[config.mk]
export PLATFORM = sky130hd
export DESIGN_NAME = alu_exec_unit
export DESIGN_NICKNAME = d
export VERILOG_FILES = /design/src/rtl/alu_pkg.sv /design/src/rtl/alu_iter_shifter.sv /design/src/rtl/alu_exec_unit.sv
export SDC_FILE = /design/constraint.sdc
export NUM_CORES = 1
export LEC_CHECK = 0
export CAP_MARGIN = 20
export CORE_MARGIN = 4
export CORE_UTILIZATION = 50
export CTS_CLUSTER_DIAMETER = 30
export CTS_CLUSTER_SIZE = 14
export DETAILED_ROUTE_END_ITERATION = 12
export PLACE_DENSITY = 0.75
export SETUP_SLACK_MARGIN = 0.5
export SYNTH_ARGS = -nofsm -noshare
export SYNTH_HDL_FRONTEND = slang
export SYNTH_HIERARCHICAL = 1
export SYNTH_SLANG_ARGS = --single-unit
[constraint.sdc]
create_clock -name clk -period 5.21 [get_ports clk]
set_input_delay 1.042 -clock clk [delete_from_list [all_inputs] [get_ports clk]]
set_output_delay 1.042 -clock clk [all_outputs]
set_load 0.02 [all_outputs]
[src/rtl/alu_pkg.sv]
// Shared ALU definitions: operand width, alu_control op codes and the
// execute-unit state encoding, common to the control decoder and the ALU.
package alu_pkg;

  localparam int XLEN    = 32;
  localparam int SHAMT_W = 5;

  localparam logic [3:0] ALU_ADD  = 4'd0;
  localparam logic [3:0] ALU_SUB  = 4'd1;
  localparam logic [3:0] ALU_SLL  = 4'd2;
  localparam logic [3:0] ALU_SRL  = 4'd3;
  localparam logic [3:0] ALU_SRA  = 4'd4;
  localparam logic [3:0] ALU_SLT  = 4'd5;
  localparam logic [3:0] ALU_SLTU = 4'd6;
  localparam logic [3:0] ALU_AND  = 4'd7;
  localparam logic [3:0] ALU_OR   = 4'd8;
  localparam logic [3:0] ALU_XOR  = 4'd9;

  typedef enum logic [1:0] {
    IDLE  = 2'd0,
    SHIFT = 2'd1,
    DONE  = 2'd2
  } state_t;

  function automatic logic is_shift_op(input logic [3:0] code);
    return (code == ALU_SLL) || (code == ALU_SRL) || (code == ALU_SRA);
  endfunction

endpackage

[src/rtl/alu_iter_shifter.sv]
// Bit-serial shifter: loads a value and a count, then shifts one position
// per cycle until the count runs out; last flags the final shift cycle.
module alu_iter_shifter #(
  parameter int W  = alu_pkg::XLEN,
  parameter int CW = alu_pkg::SHAMT_W
) (
  input  logic          clk,
  input  logic          rst,
  input  logic          load,
  input  logic [CW-1:0] amount,
  input  logic [W-1:0]  data_in,
  input  logic          shift_left,
  input  logic          arith,
  output logic [W-1:0]  shifted,
  output logic          last
);

  logic [W-1:0]  work_q;
  logic [CW-1:0] count_q;

  // Right shifts fill with the sign bit only for the arithmetic variant.
  always_comb begin
    if (shift_left) begin
      shifted = {work_q[W-2:0], 1'b0};
    end else begin
      shifted = {arith & work_q[W-1], work_q[W-1:1]};
    end
  end

  assign last = (count_q == CW'(1));

  always_ff @(posedge clk) begin
    if (rst) begin
      work_q  <= '0;
      count_q <= '0;
    end else if (load) begin
      work_q  <= data_in;
      count_q <= amount;
    end else if (count_q != '0) begin
      work_q  <= shifted;
      count_q <= count_q - CW'(1);
    end
  end

endmodule

[src/rtl/alu_exec_unit.sv]
// RV32I execute-stage ALU with valid/ready handshakes; single-cycle
// arithmetic/logic ops and iterative one-bit-per-cycle shifts.
module alu_exec_unit #(
  parameter int XLEN    = alu_pkg::XLEN,
  parameter int SHAMT_W = alu_pkg::SHAMT_W
) (
  input  logic            clk,
  input  logic            rst,
  input  logic            in_valid,
  output logic            in_ready,
  input  logic [3:0]      alu_control,
  input  logic [XLEN-1:0] op_a,
  input  logic [XLEN-1:0] op_b,
  output logic            out_valid,
  input  logic            out_ready,
  output logic [XLEN-1:0] result,
  output logic            zero,
  output logic            illegal
);

  import alu_pkg::*;

  state_t            state_q;
  state_t            state_d;
  logic [3:0]        op_q;
  logic [XLEN-1:0]   result_q;
  logic              zero_q;
  logic              illegal_q;
  logic [XLEN-1:0]   alu_value;
  logic              code_illegal;
  logic [XLEN-1:0]   shift_value;
  logic              shift_last;
  logic [SHAMT_W-1:0] shamt;
  logic              accept;
  logic              start_shift;

  assign shamt       = op_b[SHAMT_W-1:0];
  assign accept      = in_valid && in_ready;
  assign start_shift = accept && is_shift_op(alu_control) && (shamt != '0);

  // Shift codes pass op_a through here; that is the result when shamt is 0.
  always_comb begin
    alu_value    = '0;
    code_illegal = 1'b0;
    case (alu_control)
      ALU_ADD:  alu_value = op_a + op_b;
      ALU_SUB:  alu_value = op_a - op_b;
      ALU_SLL,
      ALU_SRL,
      ALU_SRA:  alu_value = op_a;
      ALU_SLT:  alu_value = {{(XLEN-1){1'b0}}, ($signed(op_a) < $signed(op_b))};
      ALU_SLTU: alu_value = {{(XLEN-1){1'b0}}, (op_a < op_b)};
      ALU_AND:  alu_value = op_a & op_b;
      ALU_OR:   alu_value = op_a | op_b;
      ALU_XOR:  alu_value = op_a ^ op_b;
      default:  code_illegal = 1'b1;
    endcase
  end

  always_ff @(posedge clk) begin
    if (rst) begin
      state_q <= IDLE;
    end else begin
      state_q <= state_d;
    end
  end

  always_comb begin
    state_d = state_q;
    case (state_q)
      IDLE:    if (accept) state_d = start_shift ? SHIFT : DONE;
      SHIFT:   if (shift_last) state_d = DONE;
      DONE:    if (out_ready) state_d = IDLE;
      default: state_d = IDLE;
    endcase
  end

  always_comb begin
    in_ready  = (state_q == IDLE) && !rst;
    out_valid = (state_q == DONE);
  end

  // Results are registered so they stay stable while the consumer stalls.
  always_ff @(posedge clk) begin
    if (rst) begin
      op_q      <= ALU_ADD;
      result_q  <= '0;
      zero_q    <= 1'b0;
      illegal_q <= 1'b0;
    end else if (accept) begin
      op_q      <= alu_control;
      illegal_q <= code_illegal;
      if (!start_shift) begin
        result_q <= alu_value;
        zero_q   <= (alu_value == '0);
      end
    end else if ((state_q == SHIFT) && shift_last) begin
      result_q <= shift_value;
      zero_q   <= (shift_value == '0);
    end
  end

  alu_iter_shifter #(
    .W  (XLEN),
    .CW (SHAMT_W)
  ) u_shifter (
    .clk        (clk),
    .rst        (rst),
    .load       (start_shift),
    .amount     (shamt),
    .data_in    (op_a),
    .shift_left (op_q == ALU_SLL),
    .arith      (op_q == ALU_SRA),
    .shifted    (shift_value),
    .last       (shift_last)
  );

  assign result  = result_q;
  assign zero    = zero_q;
  assign illegal = illegal_q;

endmodule

==> results.ini <==
[power_and_ir_drop]
seqPwrFrac_pct=26.2
power.switching_mw=1.027
leakage_nw=5.111
p_int_mw=1.538
peakVddDrop_mv=0.1709
p_comb_share_pct=47.7
pwr-share-clk_pct=26.1
swShare_pct=40.04
power_per_cell_area_nw_per_um2=214.7

[final_layout]
fillerInstances=1802
antenna_cells=0
syn2layout_area_growth_pct=20.69
nNetsFinal=1643
drive_gt1_share_pct=12.21
final_util_pct=61.38

[grt]
grt_max_degree=53
first_global_vias=10450
grt_pass1_wl_mm=57.43
grt_usage_pct=32.19
antenna_found_initial=0
gr-total-overflow=0

[yosys]
ys.warnings.count=6
muxShareOfSynthArea_pct=7.445
synthTopCellsByArea=dfxtp_1, ha_1, a21oi_1, nor2_1, mux2_2
synth_ff_type=dfxtp_1
synth_simple_gate_area_share_pct=21.98
ys_ff_latch=77
synth_nets=1527
synth_fa_ha_area_share_pct=14.94
yosys.area.top_type=dfxtp_1
synth_top_area_share_pct=15.57
ys_types=93
synth-seq-area-share_pct=15.57
synth_xor_area_share_pct=0.4424
netlist_area_sq_um=9898
synth-compound-area-share_pct=31.77
synth_top_family_by_area=compound AO/OA/AOI/OAI gates
synth-edff-count=0
syn_avg_cell_area_sq_um=7.398
async_flop_share_pct=0
synthCells=1338

[clocking]
cts_tree=done
cts-root-buf=clkbuf_16
cts-hold-fix-buffers=0
clkLatencyLatePin_ns=0.34
clkTransAtPathRegs_ns=0.06
htreeDepth=3
clock_sinks=77
clk_path_buf_depth=2
cts_buffers=9

[floorplan]
coreArea_sq_um=19460
rows=51
pin_count=108
fp.dieH_um=148.7
die_w_um=148.7
start_util_pct=50.86
dieArea_sq_um=22110

[min_path]
min_delay_path_depth=2
hold_class=flop to flop

[worst_setup_path]
worst-setup-path-type=primary input to flop
critPathCaptureType=flop
startpoint_type=primary input
critPathRequiredTime_ns=5.49
worstPathArrival_ns=4.84
path_max_fanout=11
r2r_cells=10

[sta]
setup_viol=0
tightest_slew_ns=1.020
finalClockSkew_ns=0.007089
hold_viol=0
max_slew_margin_pct=31.45
rsz0062_at_grt=yes
period_minus_slack_ns=4.555
fin_crit_sh_pct=87.42
finalSetupTns_ns=0
maxSlewViolCount=0
fmax_mhz=219.6

[routing]
wl_mm=37.11
drtIter0Drc=1289
routedWlPerCell_um=21.54
num_vias=11310
detail_route.first_pass.iterations=6
drcViolationCount=0
antenna_left=0
vias_per_cell=6.562

[place]
gp_congestion=1.040
hpwl_mm=28.83
io_buffers=107

[run_status]
status=finished clean

[flow_run]
max_cap_violations=0

## critical path: stages
cell,delay (ns)
clkdlybuf4s50_1,0.48
inv_1,0.08
ha_1,0.49
nor2_1,0.11
a211oi_1,0.47
nor2_1,0.15
a211oi_2,0.34
buf_4,0.18
a21boi_1,0.07
and2_1,0.16
o32a_1,0.35
nor4b_1,0.31
and4_1,0.26
and4bb_1,0.21
a31o_1,0.12
## sequential cells by signal (all words and copies together), names as in the netlist
name,flops
u_shifter/count_q,5
u_shifter/work_q,32
result,32
illegal,1
state_q,2
op_q,4
zero,1
## routing by layer
layer	GRT usage, %	vias up	share of wire [%]
met5	0	-	0
met2	50.51	701	44
met3	4.449	89	11
met1	46.48	5313	43
li1	-	5203	-
met4	8.314	0	2.3
## synthesized netlist by cell type, drive strengths merged (34+ instances only)
| library cell | count |
|---|---|
| a211oi | 41 |
| a21oi | 121 |
| buf | 34 |
| clkbuf | 52 |
| dfxtp | 77 |
| ha | 115 |
| inv | 97 |
| mux2 | 61 |
| nand2 | 101 |
| nor2 | 145 |
| nor3 | 37 |
| o21ai | 68 |
## layout by cell type, fill, tap and decap left out, types with 21 or more instances in the layout
master,Yosys,layout
nor2_1,144,144
inv_1,95,95
a22o_1,32,32
clkdlybuf4s50_1,0,104
nand3_1,22,22
a21oi_1,117,114
nor3_1,36,35
o21ai_0,62,62
ha_1,115,114
nor2b_1,21,21
dfxtp_1,77,77
buf_4,5,84
a211oi_1,40,40
nand2_1,101,101
mux2_1,25,25
mux2_2,36,36
## what timing repair did
action                                  in CTS  in global routing
buffers inserted                             0                  3
endpoints found under the setup margin       1                 11
resized for setup                            1                 15
pin swaps                                    0                  2
## per-stage QoR
step | area [sq um] | power, mW | hold WS (ns) | worst slack [ns] | std cells
6_report | 11950 | 2.565 | 0.4502 | 0.6554 | 1723
5_1_grt | 11950 | 2.687 | 0.4655 | 0.4824 | 1723
4_1_cts | 11850 | 2.513 | 0.4512 | 0.5026 | 1720
3_5_place_dp | 11530 | 1.848 | 0.4439 | 0.1573 | 1705
3_3_place_gp | 11530 | 1.832 | 0.4383 | 0.2111 | 1705
2_1_floorplan | 9898 | 1.457 | 0.4582 | 1.243 | 1338
## path summary, 6_finish.rpt
check | startpoint | endpoint | slack (ns)
min reg2reg | result[26] | result[26] | 0.45
max | op_b[3] | zero | 0.66
max reg2reg | state_q[0] | zero | 2.10
min | result[26] | result[26] | 0.45
## kinds of logic (layout without fill, tap and decap cells)
logic type | count (synthesis) | count (layout)
mux | 66 | 66
flops | 77 | 77
compound gates | 449 | 449
xor+xnor | 5 | 5
simple gates | 438 | 438
fa+ha+maj | 117 | 117
buf+inv | 186 | 306
## final cells by class
type | instances | area, sq um | area share [%]
Multi-Input combinational cell | 1075 | 7681 | 64.30
Tap cell | 265 | 331.6 | 2.775
Sequential cell | 77 | 1541 | 12.90
Inverter | 100 | 375.4 | 3.142
Timing Repair Buffer | 191 | 1702 | 14.24
Clock inverter | 4 | 72.57 | 0.6075
Clock buffer | 11 | 242.7 | 2.032
## power groups by stage
stage	sequential, mW	combinational, mW	clock [mW]
finish	0.671	1.22	0.671
global route	0.675	1.31	0.699
CTS	0.670	1.17	0.670
detailed placement	0.682	1.17	0
global placement	0.679	1.15	0
floorplan	0.684	0.773	0
Power figures use the tool's default switching activity.
